--- src/rtl/display_pkg.sv ---
// Shared types for the digit scan driver.
//   bcd_digit_t  : one BCD digit (4 bits), BLANK_CODE marks a dark digit
//   scan_state_t : scan FSM states (frame clear, digit show, digit step)
//   add3         : shift-add-3 correction applied to one digit before a shift
package display_pkg;

    typedef logic [3:0] bcd_digit_t;

    typedef enum logic [1:0] {
        S_CLR  = 2'd0,
        S_SHOW = 2'd1,
        S_STEP = 2'd2
    } scan_state_t;

    localparam bcd_digit_t BLANK_CODE = 4'hF;

    function automatic bcd_digit_t add3(input bcd_digit_t d);
        return (d >= 4'd5) ? d + 4'd3 : d;
    endfunction

endpackage

--- src/rtl/bin2bcd_seq.sv ---
// Sequential binary-to-BCD converter (shift-add-3, one bit per cycle).
// Ports:
//   clk, rst     : clock, synchronous active-low reset
//   start, value : start pulse (accepted only when idle) and value to convert
//   busy         : high for 1 load cycle plus VAL_W shift cycles
//   done         : one-cycle pulse; digits valid from then until the next start
//   digits       : NUM_DIGITS BCD digits, digit 0 least significant
// Values above 10^NUM_DIGITS-1 keep only the low NUM_DIGITS digits: carries
// out of the top digit are simply dropped, lower digits are unaffected.
module bin2bcd_seq
    import display_pkg::*;
#(
    parameter int VAL_W      = 32,
    parameter int NUM_DIGITS = 10
) (
    input  logic                             clk,
    input  logic                             rst,
    input  logic                             start,
    input  logic [VAL_W-1:0]                 value,
    output logic                             busy,
    output logic                             done,
    output bcd_digit_t [NUM_DIGITS-1:0]      digits
);

    localparam int CNT_W = $clog2(VAL_W + 1);

    logic [VAL_W-1:0]            sr;
    bcd_digit_t [NUM_DIGITS-1:0] bcd;
    logic [4*NUM_DIGITS-2:0]     adj;
    logic [4*NUM_DIGITS-1:0]     shifted;
    logic [CNT_W-1:0]            cnt;
    logic                        load;

    // The top digit keeps only 3 corrected bits: its MSB would shift out of
    // the register anyway.
    always_comb begin
        adj = '0;
        for (int i = 0; i < NUM_DIGITS - 1; i++)
            adj[4*i +: 4] = add3(bcd[i]);
        adj[4*(NUM_DIGITS-1) +: 3] = (bcd[NUM_DIGITS-1] >= 4'd5)
                                   ? bcd[NUM_DIGITS-1][2:0] + 3'd3
                                   : bcd[NUM_DIGITS-1][2:0];
        shifted = {adj, sr[VAL_W-1]};
    end

    always_ff @(posedge clk) begin
        if (!rst) begin
            busy <= 1'b0;
            done <= 1'b0;
            load <= 1'b0;
            cnt  <= '0;
            sr   <= '0;
            bcd  <= '0;
        end else begin
            done <= 1'b0;
            if (!busy) begin
                if (start) begin
                    busy <= 1'b1;
                    load <= 1'b1;
                    sr   <= value;
                end
            end else if (load) begin
                load <= 1'b0;
                bcd  <= '0;
                cnt  <= CNT_W'(VAL_W);
            end else begin
                bcd <= shifted;
                sr  <= {sr[VAL_W-2:0], 1'b0};
                cnt <= cnt - 1'b1;
                if (cnt == CNT_W'(1)) begin
                    busy <= 1'b0;
                    done <= 1'b1;
                end
            end
        end
    end

    assign digits = bcd;

endmodule

--- src/rtl/digit_scan_driver.sv ---
// Multiplexed decimal display driver: converts balance to BCD in the
// background and scans the digits out to an external digit-select counter.
// Ports:
//   clk, rst  : clock, synchronous active-low reset
//   balance   : unsigned value to display
//   cclr_neg  : active-low clear of the external digit counter (frame start)
//   dclk      : one-cycle advance strobe of the external digit counter
//   num       : BCD code of the selected digit (4'hF = blank)
//   conv_busy : conversion in progress
// Build option: define LEADING_ZERO_BLANK_EN to blank digits above the most
// significant nonzero digit (digit 0 always shown).
module digit_scan_driver
    import display_pkg::*;
#(
    parameter int VAL_W      = 32,
    parameter int NUM_DIGITS = 10,
    parameter int SCAN_DIV   = 50000
) (
    input  logic             clk,
    input  logic             rst,
    input  logic [VAL_W-1:0] balance,
    output logic             cclr_neg,
    output logic             dclk,
    output logic [3:0]       num,
    output logic             conv_busy
);

    localparam int IDX_W = (NUM_DIGITS > 1) ? $clog2(NUM_DIGITS) : 1;
    localparam int DIV_W = $clog2(SCAN_DIV);

    scan_state_t                 state, state_nxt;
    logic [IDX_W-1:0]            idx, idx_nxt;
    logic [DIV_W-1:0]            div_cnt, div_nxt;
    logic [VAL_W-1:0]            captured;
    logic                        start, done;
    bcd_digit_t [NUM_DIGITS-1:0] digits, result, disp;

    // A change seen while converting is picked up by this compare as soon
    // as busy drops.
    assign start = !conv_busy && (balance != captured);

    bin2bcd_seq #(
        .VAL_W      (VAL_W),
        .NUM_DIGITS (NUM_DIGITS)
    ) u_conv (
        .clk    (clk),
        .rst    (rst),
        .start  (start),
        .value  (balance),
        .busy   (conv_busy),
        .done   (done),
        .digits (digits)
    );

    // Finished digits wait in result; disp only changes at frame start so a
    // frame never mixes two values.
    always_ff @(posedge clk) begin
        if (!rst) begin
            captured <= '0;
            result   <= '0;
            disp     <= '0;
        end else begin
            if (start)
                captured <= balance;
            if (done)
                result <= digits;
            if (state == S_CLR)
                disp <= result;
        end
    end

    always_ff @(posedge clk) begin
        if (!rst) begin
            state   <= S_CLR;
            idx     <= '0;
            div_cnt <= '0;
        end else begin
            state   <= state_nxt;
            idx     <= idx_nxt;
            div_cnt <= div_nxt;
        end
    end

    always_comb begin
        state_nxt = state;
        idx_nxt   = idx;
        div_nxt   = div_cnt;
        cclr_neg  = 1'b1;
        dclk      = 1'b0;
        case (state)
            S_CLR: begin
                cclr_neg  = 1'b0;
                idx_nxt   = '0;
                div_nxt   = '0;
                state_nxt = S_SHOW;
            end
            S_SHOW: begin
                if (div_cnt == DIV_W'(SCAN_DIV - 1)) begin
                    div_nxt   = '0;
                    state_nxt = (idx == IDX_W'(NUM_DIGITS - 1)) ? S_CLR : S_STEP;
                end else begin
                    div_nxt = div_cnt + 1'b1;
                end
            end
            S_STEP: begin
                dclk      = 1'b1;
                idx_nxt   = idx + 1'b1;
                state_nxt = S_SHOW;
            end
            default: state_nxt = S_CLR;
        endcase
    end

`ifdef LEADING_ZERO_BLANK_EN
    logic [IDX_W-1:0] msd;

    // Highest nonzero digit; stays 0 for value 0 so digit 0 always shows.
    always_comb begin
        msd = '0;
        for (int i = 0; i < NUM_DIGITS; i++)
            if (disp[i] != 4'd0)
                msd = IDX_W'(i);
    end

    assign num = (idx > msd) ? BLANK_CODE : disp[idx];
`else
    assign num = disp[idx];
`endif

endmodule

--- config.mk ---
export PLATFORM = sky130hd
export DESIGN_NAME = digit_scan_driver
export DESIGN_NICKNAME = d
export VERILOG_FILES = /design/src/rtl/display_pkg.sv /design/src/rtl/bin2bcd_seq.sv /design/src/rtl/digit_scan_driver.sv
export SDC_FILE = /design/constraint.sdc
export NUM_CORES = 1
export LEC_CHECK = 0
export BUFFER_PORTS_ARGS = -buffer_cell sky130_fd_sc_hd__buf_2
export CORE_UTILIZATION = 55
export CTS_CLUSTER_DIAMETER = 30
export DETAILED_ROUTE_END_ITERATION = 6
export PLACE_DENSITY = 0.81
export SETUP_SLACK_MARGIN = 0.4
export SYNTH_ARGS = -nofsm -noshare
export SYNTH_HDL_FRONTEND = slang
export SYNTH_SLANG_ARGS = --single-unit
--- constraint.sdc ---
create_clock -name clk -period 2.6 [get_ports clk]
set_clock_uncertainty 0.1 [all_clocks]
set_input_delay 0.52 -clock clk [delete_from_list [all_inputs] [get_ports clk]]
set_output_delay 0.52 -clock clk [all_outputs]
set_load 0.01 [all_outputs]
==> results of run 1 <==
## cells by family after synthesis
family / count (synthesis)
AND/OR/NAND/NOR: 322
adder cells (fa/ha/maj): 25
XOR/XNOR: 51
multiplexers: 119
buffers and inverters: 116
AO/OA/AOI/OAI: 301
flip-flops: 215
## flip-flops by register name, summed over array words and instances (netlist names)
name,flops
captured,32
disp,40
div_cnt,16
idx,4
result,40
state,2
u_conv.busy,1
u_conv.cnt,6
u_conv.digits,40
u_conv.done,1
u_conv.load,1
u_conv.sr,32
## area by class of cell
class | instances | area, um2
clock buffer | 51 | 1170
clock inverter | 22 | 313
fill | 1335 | 5830
inverter | 30 | 115
multi-input combinational | 818 | 5410
sequential | 215 | 4320
tap | 229 | 287
timing repair buffer | 78 | 592
## per-stage QoR
stage | setup WS, ns | hold WS (ns) | TNS (ns)
floorplan | 0.451 | 0.326 | 0
global placement | 0.108 | 0.336 | 0
detailed placement | 0.0481 | 0.345 | 0
CTS | 0.00655 | 0.167 | 0
global route | -0.0353 | 0.184 | -0.119
finish | 0.0298 | 0.178 | 0
## power by group through the flow
| stage | Sequential, mW | Combinational, mW | Clock, mW |
|---|---|---|---|
| floorplan | 3.51 | 0.464 | 0 |
| global placement | 3.54 | 0.602 | 0 |
| detailed placement | 3.55 | 0.616 | 0 |
| CTS | 3.48 | 0.628 | 5.63 |
| global route | 3.50 | 0.700 | 5.81 |
| finish | 3.49 | 0.641 | 5.57 |
## tightest hold or removal path, stage by stage
cell     delay (ns)
buf_2          0.12
nand2_1        0.06
mux2i_1        0.05
## what timing repair did
| item | 4_1_cts | 5_1_grt |
|---|---|---|
| setup buffers | 3 | 2 |
| hold buffers | 0 | 0 |
| gates cloned | 1 | 3 |
| pin swaps | 0 | 7 |
| gates resized for setup | 3 | 13 |
| endpoints found under the setup margin | 63 | 71 |
## cell usage in the layout (no fill, tap or decap), drive strengths merged, types with 3 or more instances in the layout
| cell type | instances |
|---|---|
| buf | 77 |
| o32ai | 8 |
| o211ai | 4 |
| nor4 | 8 |
| a21oi | 105 |
| o22ai | 44 |
| o21a | 6 |
| nor3 | 10 |
| inv | 38 |
| nand3b | 7 |
| bufinv | 5 |
| a22oi | 3 |
| nand2 | 173 |
| nor2 | 77 |
| nand4 | 7 |
| ha | 25 |
| xnor2 | 11 |
| dfxtp | 215 |
| o311a | 31 |
| nor2b | 3 |
| a31oi | 4 |
| nand3 | 8 |
| nand2b | 13 |
| a32o | 10 |
| o21ai | 61 |
| xor2 | 40 |
| and3 | 5 |
| mux2i | 110 |
| o31ai | 10 |
| clkinv | 7 |
| o211a | 3 |
| clkbuf | 52 |
| mux4 | 8 |
## layer usage
metal / vias up / part of all wire / GRT usage
met1: 4130 / 0.44 / 0.325
met2: 259 / 0.49 / 0.434
met4: 0 / 0.028 / 0.109
met3: 59 / 0.049 / 0.0500
li1: 4189 / - / -
met5: - / 0 / 0
## worst min path at each step
stage	start	end	depth (start not counted)
after floorplan	u_conv.cnt[4]$_SDFFE_PN0P_	u_conv.cnt[4]$_SDFFE_PN0P_	2
after global placement	result[34]$_SDFFE_PN0P_	disp[34]$_SDFFE_PN0P_	2
after detailed placement	disp[14]$_SDFFE_PN0P_	disp[14]$_SDFFE_PN0P_	2
after CTS	balance[8]	captured[8]$_SDFFE_PN0P_	3
after global routing	balance[8]	captured[8]$_SDFFE_PN0P_	3
final	balance[8]	captured[8]$_SDFFE_PN0P_	3
==> out/metrics.csv, run 1 <==
stage;metric;value;unit
timing;setup_viol;0;
power;fraction_of_power_consumed_by_combinational_cells;0.066;
layout;final_nets;1244;
logic_synthesis;synth_top_cells_by_count;dfxtp_1 (215), nand2_1 (173), mux2i_1 (110), a21oi_1 (105), nor2_1 (77);
grt;global_route.overflow_total;0;
route;post-route-drc-count;0;
floorplan;die-area;19000;um2
setup_path;timing.critical_path.slowest_cell_delay;0.53;ns
power;p_int;7.37;mW
grt;number_of_global_route_vias_before_repair;8100;
setup_path;critical_path_startpoint_category;register;
setup_path;reg2reg_from;captured[15]$_SDFFE_PN0P_;
floorplan;chipWidth;138;um
setup_path;critical_path_buf_inv_count;2;
power;power_density;795;nW/um2
layout;final_layout_size_suffix_gt1_frac;0.147;
logic_synthesis;synth_area;10100;um2
floorplan;floorplan.rows;49;
grt;grt_pass1_wl;39.5;mm
place;dp.final_hpwl;14.4;mm
logic_synthesis;synth.top_cell.area_share;0.424;
place;placement.cell_area;10500;um2
floorplan;coreArea;18000;um2
power;switching_power_summed_over_all_nets;2.32;mW
setup_path;critical_path_required;1.98;ns
setup_path;setup.reg_to_reg.worst_slack;0.41;ns
logic_synthesis;synth_nets;1208;
floorplan;floorplan.initialDensity;0.563;
logic_synthesis;yosys_register_bits;215;
clocking;clockBufferDepth;3;
layout;final_cells;1443;
logic_synthesis;synth-edff-count;0;
setup_path;dominant_delay_contributor_by_cell_family_on_the_critical_path;multiplexers;
power;clock_power_share;0.574;
clocking;cts_tree;built;
route;route.vias.total;8637;
status;status;completed;
logic_synthesis;synth_top_family_by_area;compound AO/OA/AOI/OAI gates;
layout;area_growth_syn_to_layout;20.2;%
setup_path;cells_traversed_along_the_worst_timing_path;buf_12, mux4_2, mux2i_1, o21ai_1, buf_2;
grt;grt_antenna_before_repair;0;
logic_synthesis;post_synth_and_or_nand_nor_area_fraction;0.137;
route;post_drt_wl_per_cell;17.2;um
clocking;clkSlewWorstSetupHoldPaths;0.05;ns
layout;antenna_cells_inserted;0;
power;power.static_leakage;4.63;nW
timing;transition_time_at_the_pin_with_the_least_slew_margin;0.680;ns
logic_synthesis;syn_inst;1149;
clocking;cts_inserted_buffers;42;
power;sequentialPowerShare;0.360;
clocking;clock_sinks;215;
timing;finalCriticalPeriod;2.57;ns
power;total_power;9.70;mW
place;io_buffer_count;40;
power;ir_drop;0.000957;V
setup_path;reg2reg_to;u_conv.sr[31]$_SDFFE_PN0P_;
setup_path;reg2regPathDepth;6;
logic_synthesis;synthXorXnorAreaFrac;0.0440;
clocking;clockRootBuffer;clkbuf_16;
timing;finalCritPeriodShare;0.989;
timing;hold_viol_final;0;
logic_synthesis;yosys.cell_types.count;52;
power;sw_frac_of_total;0.239;
logic_synthesis;yosys_most_used_dff;dfxtp_1;
logic_synthesis;most_instantiated_library_cell_after_synthesis;dfxtp_1;
timing;max_freq;0.389;GHz
setup_path;kind_of_critical_path;register to output pin;
route;drt_via_density;5.99;
worst_hold_path;holdCritPathClass;primary input to register;
job;cap_violations;0;
clocking;h-tree-depth;2;
setup_path;worst_setup_path_startpoint;idx[0]$_SDFFE_PN0N_;
setup_path;path_length_in_cells_of_the_critical_path;5;
logic_synthesis;yosys_warnings;0;
timing;setup_repair_after_global_routing_missed_its_margin;true;
logic_synthesis;postSynth.asyncResetShare;0;
grt;grt.total_usage;0.259;
place;place_inst;1361;
floorplan;chipHeight;138;um
timing;finalMaxSlewViolations;0;
route;drt-initial-drc-count;765;
setup_path;critPathCaptureType;output pin;
place;finalWeightedCongestion;0.836;
logic_synthesis;yosys-top-cells-area;dfxtp_1 (42%), mux2i_1 (11%), nand2_1 (6.4%), a21oi_1 (5.2%), xor2_1 (3.5%);
logic_synthesis;synth_seq_area_share;0.424;
setup_path;worst-path-max-fanout;7;
grt;pin_count_of_the_biggest_net_entering_global_routing;82;
logic_synthesis;post_synth_mux_area_share;0.127;
route;detail_route.first_pass.iterations;5;
setup_path;critical-path-slowest-cell;mux4_2;
logic_synthesis;synth_area_leader_cell;dfxtp_1;
setup_path;worst_setup_path_endpoint;num[3];
setup_path;critPathArrivalTime;1.95;ns
logic_synthesis;synthAdderAreaFrac;0.0308;
route;drt_wl_total;24.8;mm
logic_synthesis;syn_area_per_cell;8.83;um2
route;drt.antenna.violating_nets;0;
clocking;insertion_delay;0.53;ns
logic_synthesis;synth_compound_gate_area_share;0.189;
layout;utilization;0.677;
layout;cell_area_after_layout;12200;um2
floorplan;i_o_pins;41;
timing;max_slew_margin;0.547;
(Power assumes the default switching activity.)
==> run 2, diff against run 1 <==
--- a/config.mk
+++ b/config.mk
@@ -13,4 +13,5 @@
 export SETUP_SLACK_MARGIN = 0.4
 export SYNTH_ARGS = -nofsm -noshare
 export SYNTH_HDL_FRONTEND = slang
+export SYNTH_HIERARCHICAL = 1
 export SYNTH_SLANG_ARGS = --single-unit
==> run 2 against run 1 <==
The flow now finishes with violations (negative setup slack). Global-route usage fell by 2.3 points. Synthesized cell count shrank 8.0%. Count of clock-buffer cells in the layout rose by 2. Critical endpoint is now num[1]. Via count is 9.5% lower. Sequential cell count is the same. Setup slack got worse by 0.035 ns. Final cell count fell by 5.8%. Combinational power rose by 23%.
==> out/metrics.csv, run 2 <==
stage;metric;value;unit
grt;number_of_global_route_vias_before_repair;7538;
place;place_inst;1280;
clocking;h-tree-depth;2;
route;drt_via_density;5.75;
floorplan;floorplan.initialDensity;0.562;
setup_path;critPathArrivalTime;1.99;ns
layout;final_layout_size_suffix_gt1_frac;0.159;
place;dp.final_hpwl;13.5;mm
timing;finalCriticalPeriod;2.61;ns
setup_path;critical_path_required;1.98;ns
logic_synthesis;syn_area_per_cell;9.55;um2
timing;hold-worst-slack;0.183;ns
floorplan;coreArea;18000;um2
clocking;clockRootBuffer;clkbuf_16;
layout;final_cells;1360;
logic_synthesis;yosys-top-cells-area;dfxtp_1 (43%), mux2i_1 (12%), nand2_1 (7.4%), xnor2_1 (3.7%), o211a_1 (3.2%);
logic_synthesis;yosys.cell_types.count;59;
route;drt_wl_total;22.3;mm
logic_synthesis;yosys_warnings;6;
setup_path;cells_traversed_along_the_worst_timing_path;buf_12, mux4_2, mux2i_1, o22ai_1, buf_2;
setup_path;critical_path_startpoint_category;register;
clocking;cts_tree;built;
setup_path;timing.critical_path.slowest_cell_delay;0.52;ns
worst_hold_path;holdCritPathClass;primary input to register;
grt;global_route.overflow_total;0;
timing;finalCritPeriodShare;1.00;
route;post-route-drc-count;0;
place;finalWeightedCongestion;0.793;
grt;grt_antenna_before_repair;0;
status;violations_in_the_final_reports;negative setup slack;
setup_path;worst-path-max-fanout;5;
timing;transition_time_at_the_pin_with_the_least_slew_margin;0.677;ns
layout;final_cell_mix;dfxtp_1 (210), nand2_1 (200), mux2i_1 (116), nor2b_1 (49), clkbuf_16 (43);
timing;max_slew_margin;0.549;
floorplan;floorplan.rows;49;
layout;layout_fillers;1299;
place;io_buffer_count;40;
layout;area_growth_syn_to_layout;19.1;%
setup_path;critical-path-slowest-cell;mux4_2;
layout;final_nets;1157;
route;post_drt_wl_per_cell;16.4;um
floorplan;i_o_pins;41;
logic_synthesis;synth_seq_area_share;0.427;
route;route.vias.total;7815;
route;drt-initial-drc-count;548;
timing;max_freq;0.384;GHz
floorplan;die-area;18900;um2
logic_synthesis;synth_top_cells_by_count;dfxtp_1 (215), nand2_1 (200), mux2i_1 (116), nor2b_1 (49), xnor2_1 (43);
clocking;clock_sinks;215;
clocking;cts_inserted_buffers;42;
status;status;finished with violations;
logic_synthesis;yosys_register_bits;215;
setup_path;critPathCaptureType;output pin;
timing;finalMaxSlewViolations;0;
clocking;clockBufferDepth;3;
power;power.static_leakage;4.83;nW
logic_synthesis;most_instantiated_library_cell_after_synthesis;dfxtp_1;
timing;setup_repair_after_global_routing_missed_its_margin;true;
layout;multi_input_comb_area;5350;um2
grt;pin_count_of_the_biggest_net_entering_global_routing;84;
timing;hold_viol_final;0;
logic_synthesis;synth_nets;1116;
place;placement.setup.worst_slack;0.0467;ns
timing;setup_viol;1;
logic_synthesis;synth.top_cell.area_share;0.427;
clocking;clkSlewWorstSetupHoldPaths;0.05;ns
logic_synthesis;synth_area;10100;um2
grt;grt.total_usage;0.236;
logic_synthesis;syn_inst;1057;
route;drt.antenna.violating_nets;0;
timing;finalSetupTns;-0.00541;ns
logic_synthesis;yosys_most_used_dff;dfxtp_1;
power;power_density;828;nW/um2
clocking;insertion_delay;0.51;ns
timing;final_critical_path_setup_slack;-0.00541;ns
layout;layout.cells.most_common;dfxtp_1;
layout;register_area;4310;um2
logic_synthesis;synth-edff-count;0;
floorplan;chipWidth;137;um
grt;grt_pass1_wl;35.8;mm
layout;antenna_cells_inserted;0;
job;cap_violations;0;
logic_synthesis;postSynth.asyncResetShare;0;
power;ir_drop;0.000885;V
floorplan;chipHeight;137;um
logic_synthesis;synth_area_leader_cell;dfxtp_1;
route;detail_route.first_pass.iterations;5;
setup_path;kind_of_critical_path;register to output pin;
==> run 2: worst paths after layout <==
check | depth (start not counted) | from | slack (ns) | endpoint
worst min register to register | 2 | result[11]$_SDFFE_PN0P_ | 0.35 | disp[11]$_SDFFE_PN0P_
worst max-delay path | 5 | idx[0]$_SDFFE_PN0N_ | -0.005 | num[1]
worst max register to register | 9 | captured[28]$_SDFFE_PN0P_ | 0.50 | u_conv/sr[0]$_SDFFE_PN0P_
worst min-delay path | 3 | balance[3] | 0.18 | captured[3]$_SDFFE_PN0P_
==> run 2: area by class of cell <==
class,count,share of cell area
Clock buffer,53,0.0976
Clock inverter,24,0.0266
Inverter,36,0.0112
Multi-Input combinational cell,738,0.445
Sequential cell,215,0.359
Tap cell,229,0.0238
Timing Repair Buffer,65,0.0368
==> run 2: worst max-delay path: cells and delay by family (launching register included) <==
kind,cells,cell delay (ns)
AOI/OAI and AO/OA,1,0.09
buffers and inverters,2,0.28
DFF,1,0.39
muxes,2,0.72
==> run 2: cell families (layout without fill, tap and decap cells) <==
family,after synthesis,count (layout),share of synthesized area
and+or+nand+nor,334,334,0.164
muxes,132,132,0.142
adders and majority gates,25,25,0.0310
DFF,215,215,0.427
xor gates and xnor gates,50,50,0.0434
AOI/OAI and AO/OA,197,197,0.145
buffers and inverters,104,178,0.0477
==> run 2: where the power goes <==
part	switching [mW]	internal, mW	total, mW
clock network	1.74	3.88	5.61
registers	0.113	3.44	3.56
logic	0.447	0.339	0.786
total	2.30	7.66	9.96
==> run 2: what timing repair did <==
action / in CTS / in global routing
gates resized for setup: 8 / 6
hold buffers: 0 / 0
setup buffers: 2 / 0
cloned: 1 / 0
pin swaps: 1 / 2
endpoints found under the setup margin: 36 / 31
==> run 2: through the flow <==
stage / power, mW / area [um2] / utilization
final: 9.96 / 12000 / 0.669
after CTS: 10.0 / 12000 / 0.667
after global placement: 4.34 / 10400 / 0.581
after floorplan: 4.18 / 10100 / -
after global routing: 10.3 / 12000 / 0.669
after detailed placement: 4.37 / 10400 / 0.581
==> run 2: per-layer routing <==
layer | vias to the layer above | track usage | routed length [um]
li1 | 3777 | - | -
met1 | 3796 | 0.285 | 9630
met2 | 194 | 0.412 | 11100
met3 | 48 | 0.0464 | 979
met4 | 0 | 0.0910 | 562
met5 | - | 0 | 0
==> run 3, diff against run 2 <==
--- a/config.mk
+++ b/config.mk
@@ -6,10 +6,11 @@
 export NUM_CORES = 1
 export LEC_CHECK = 0
 export BUFFER_PORTS_ARGS = -buffer_cell sky130_fd_sc_hd__buf_2
-export CORE_UTILIZATION = 55
+export CORE_UTILIZATION = 48
 export CTS_CLUSTER_DIAMETER = 30
 export DETAILED_ROUTE_END_ITERATION = 6
-export PLACE_DENSITY = 0.81
+export PLACE_DENSITY = 0.74
+export REMOVE_ABC_BUFFERS = 1
 export SETUP_SLACK_MARGIN = 0.4
 export SYNTH_ARGS = -nofsm -noshare
 export SYNTH_HDL_FRONTEND = slang
==> run 3 against run 2 <==
The run now ends clean. Clock power down 6.8%. Power down 4.1%. Global-route usage decreased by 3.9 points. Combinational power decreased by 2.9%. Maximum frequency rose by 0.25%. Setup slack improved by 0.0065 ns. Sequential power barely moved. Sequential cell count stayed put. Largest cell class unchanged. Largest power group unchanged. Highest routed layer unchanged.
==> out/metrics.csv, run 3 (synthesized netlist as in run 2, its figures left out) <==
stage;metric;value;unit
clocking;cts_inserted_buffers;39;
worst_hold_path;worst_hold_startpoint;balance[19];
clocking;insertion_delay;0.50;ns
timing;max_slew_margin;0.434;
timing;hold-worst-slack;0.190;ns
grt;number_of_global_route_vias_before_repair;7488;
power;power_density;800;nW/um2
setup_path;timing.critical_path.slowest_cell_delay;0.55;ns
clocking;cts_tree;built;
clocking;clock_sinks;215;
floorplan;i_o_pins;41;
route;drt.antenna.violating_nets;0;
place;placement.setup.worst_slack;0.169;ns
place;placement.cell_area;10500;um2
timing;finalMaxSlewViolations;0;
power;p_int;7.30;mW
power;clock_power_share;0.548;
grt;grt_pass1_wl;35.4;mm
setup_path;worst-path-max-fanout;5;
power;sequentialPowerShare;0.372;
clocking;clockRootBuffer;clkbuf_16;
job;cap_violations;0;
floorplan;chipHeight;147;um
floorplan;floorplan.rows;52;
layout;layout_fillers;1756;
timing;finalCriticalPeriod;2.60;ns
timing;max_freq;0.385;GHz
layout;final_cell_mix;dfxtp_1 (210), nand2_1 (200), mux2i_1 (112), nor2b_1 (49), xnor2_1 (43);
timing;setup_viol;0;
timing;final_critical_path_setup_slack;0.00113;ns
setup_path;setup.reg_to_reg.worst_slack;0.53;ns
route;drt-initial-drc-count;345;
timing;hold_viol_final;0;
grt;global_route.overflow_total;0;
floorplan;die-area;21600;um2
power;ir_drop;0.000594;V
floorplan;chipWidth;147;um
setup_path;dominant_delay_contributor_by_cell_family_on_the_critical_path;multiplexers;
route;post-route-drc-count;0;
setup_path;critical_path_startpoint_category;register;
layout;register_area;4320;um2
route;post_drt_wl_per_cell;14.9;um
layout;cell_area_after_layout;11900;um2
power;fraction_of_power_consumed_by_combinational_cells;0.080;
worst_hold_path;min_to;captured[19]$_SDFFE_PN0P_;
layout;final_layout_size_suffix_gt1_frac;0.156;
route;detail_route.first_pass.iterations;4;
power;switching_power_summed_over_all_nets;2.24;mW
worst_hold_path;holdCritPathClass;primary input to register;
setup_path;kind_of_critical_path;register to output pin;
clocking;h-tree-depth;2;
route;drt_wl_total;20.7;mm
setup_path;cells_traversed_along_the_worst_timing_path;buf_8, mux4_2, mux2i_4, o22ai_1, buf_2;
timing;finalSetupTns;0;ns
timing;setup_repair_after_global_routing_missed_its_margin;true;
timing;finalCritPeriodShare;1.00;
setup_path;critical_path_buf_inv_count;2;
grt;grt_antenna_before_repair;0;
clocking;clkSlewWorstSetupHoldPaths;0.05;ns
setup_path;path_length_in_cells_of_the_critical_path;5;
place;place_inst;1318;
setup_path;critical-path-slowest-cell;mux4_2;
route;route.vias.total;7516;
floorplan;floorplan.initialDensity;0.494;
status;status;completed;
layout;final_nets;1150;
clocking;clockBufferDepth;3;
place;io_buffer_count;40;
worst_hold_path;worst_hold_path.num_cells;3;
route;drt_via_density;5.40;
setup_path;reg2reg_to;u_conv/sr[15]$_SDFFE_PN0P_;
place;dp.final_hpwl;12.9;mm
layout;final_cells;1392;
place;finalWeightedCongestion;0.774;
power;power.static_leakage;4.73;nW
setup_path;reg2reg_from;captured[15]$_SDFFE_PN0P_;
timing;transition_time_at_the_pin_with_the_least_slew_margin;0.848;ns
layout;area_growth_syn_to_layout;18.3;%
setup_path;critPathCaptureType;output pin;
grt;grt.total_usage;0.197;
power;sw_frac_of_total;0.235;
setup_path;critPathArrivalTime;1.98;ns
floorplan;coreArea;20400;um2
layout;layout.cells.most_common;dfxtp_1;
setup_path;reg2regPathDepth;9;
setup_path;critical_path_required;1.98;ns
grt;pin_count_of_the_biggest_net_entering_global_routing;103;
layout;multi_input_comb_area;5350;um2
run 3: cell types whose count changed in the layout (fill, tap and decap cells not counted), moves of 2 or more:
cell        before  now
mux2i_2          0    3
clkinv_2         9    6
buf_4           21   17
clkinvlp_4       4    7
clkbuf_1         4    1
mux2i_1        116  112
bufinv_16        7    5
clkbuf_16       43   41
run 3: timing repair:
action / 4_1_cts / 5_1_grt
setup endpoints to repair: 4 / 49
hold buffers: 0 / 0
gates cloned: 1 / 0
resized for setup: 6 / 9
pin swaps: 1 / 2
buffers inserted: 0 / 1
run 3: area by class of cell:
type | instances | area share
diodes | 1 | 0.000210
clock buffers | 47 | 0.0920
clock inverters | 24 | 0.0241
inverters | 36 | 0.0113
multi-input cells | 738 | 0.448
flip-flops and latches | 215 | 0.361
well taps | 270 | 0.0283
repair buffers | 61 | 0.0343
run 3: worst max path at each step:
stage                                      start                    endpoint  slack, ns
after floorplan           u_conv/busy$_SDFF_PN0_  u_conv/sr[10]$_SDFFE_PN0P_      -1.85
after global placement               balance[19]   captured[17]$_SDFFE_PN0P_       0.20
after detailed placement             balance[16]   captured[15]$_SDFFE_PN0P_       0.17
after CTS                    idx[0]$_SDFFE_PN0N_                      num[3]      -0.05
after global routing         idx[0]$_SDFFE_PN0N_                      num[1]      -0.06
final                        idx[0]$_SDFFE_PN0N_                      num[3]      0.001
run 3: per-layer routing:
metal,up-vias,track usage,routed length [um]
met1,3578,0.246,9400
met3,35,0.0463,1110
li1,3765,-,-
met2,138,0.333,9880
met4,0,0.0649,349
met5,-,0,0
run 3: power by group through the flow:
| stage | sequential (mW) | combinational (mW) | clock (mW) |
|---|---|---|---|
| after global routing | 3.57 | 0.847 | 5.50 |
| final | 3.55 | 0.763 | 5.23 |
| after detailed placement | 3.61 | 0.764 | 0 |
| after CTS | 3.55 | 0.766 | 5.34 |
| after floorplan | 3.61 | 0.506 | 0 |
| after global placement | 3.61 | 0.748 | 0 |
run 3: worst reg2reg max path: stages, from the launching register on:
cell	delay, ns
dfxtp_1	0.32
xnor2_1	0.18
nand4_1	0.15
nor4_1	0.32
buf_4	0.18
a21oi_4	0.08
inv_1	0.12
o21ai_4	0.06
buf_12	0.20
o211a_1	0.25
run 3: metrics by stage:
stage / utilization / power, mW
after floorplan: - / 4.11
after global placement: 0.513 / 4.36
after detailed placement: 0.513 / 4.38
after CTS: 0.582 / 9.66
after global routing: 0.584 / 9.91
final: 0.584 / 9.55
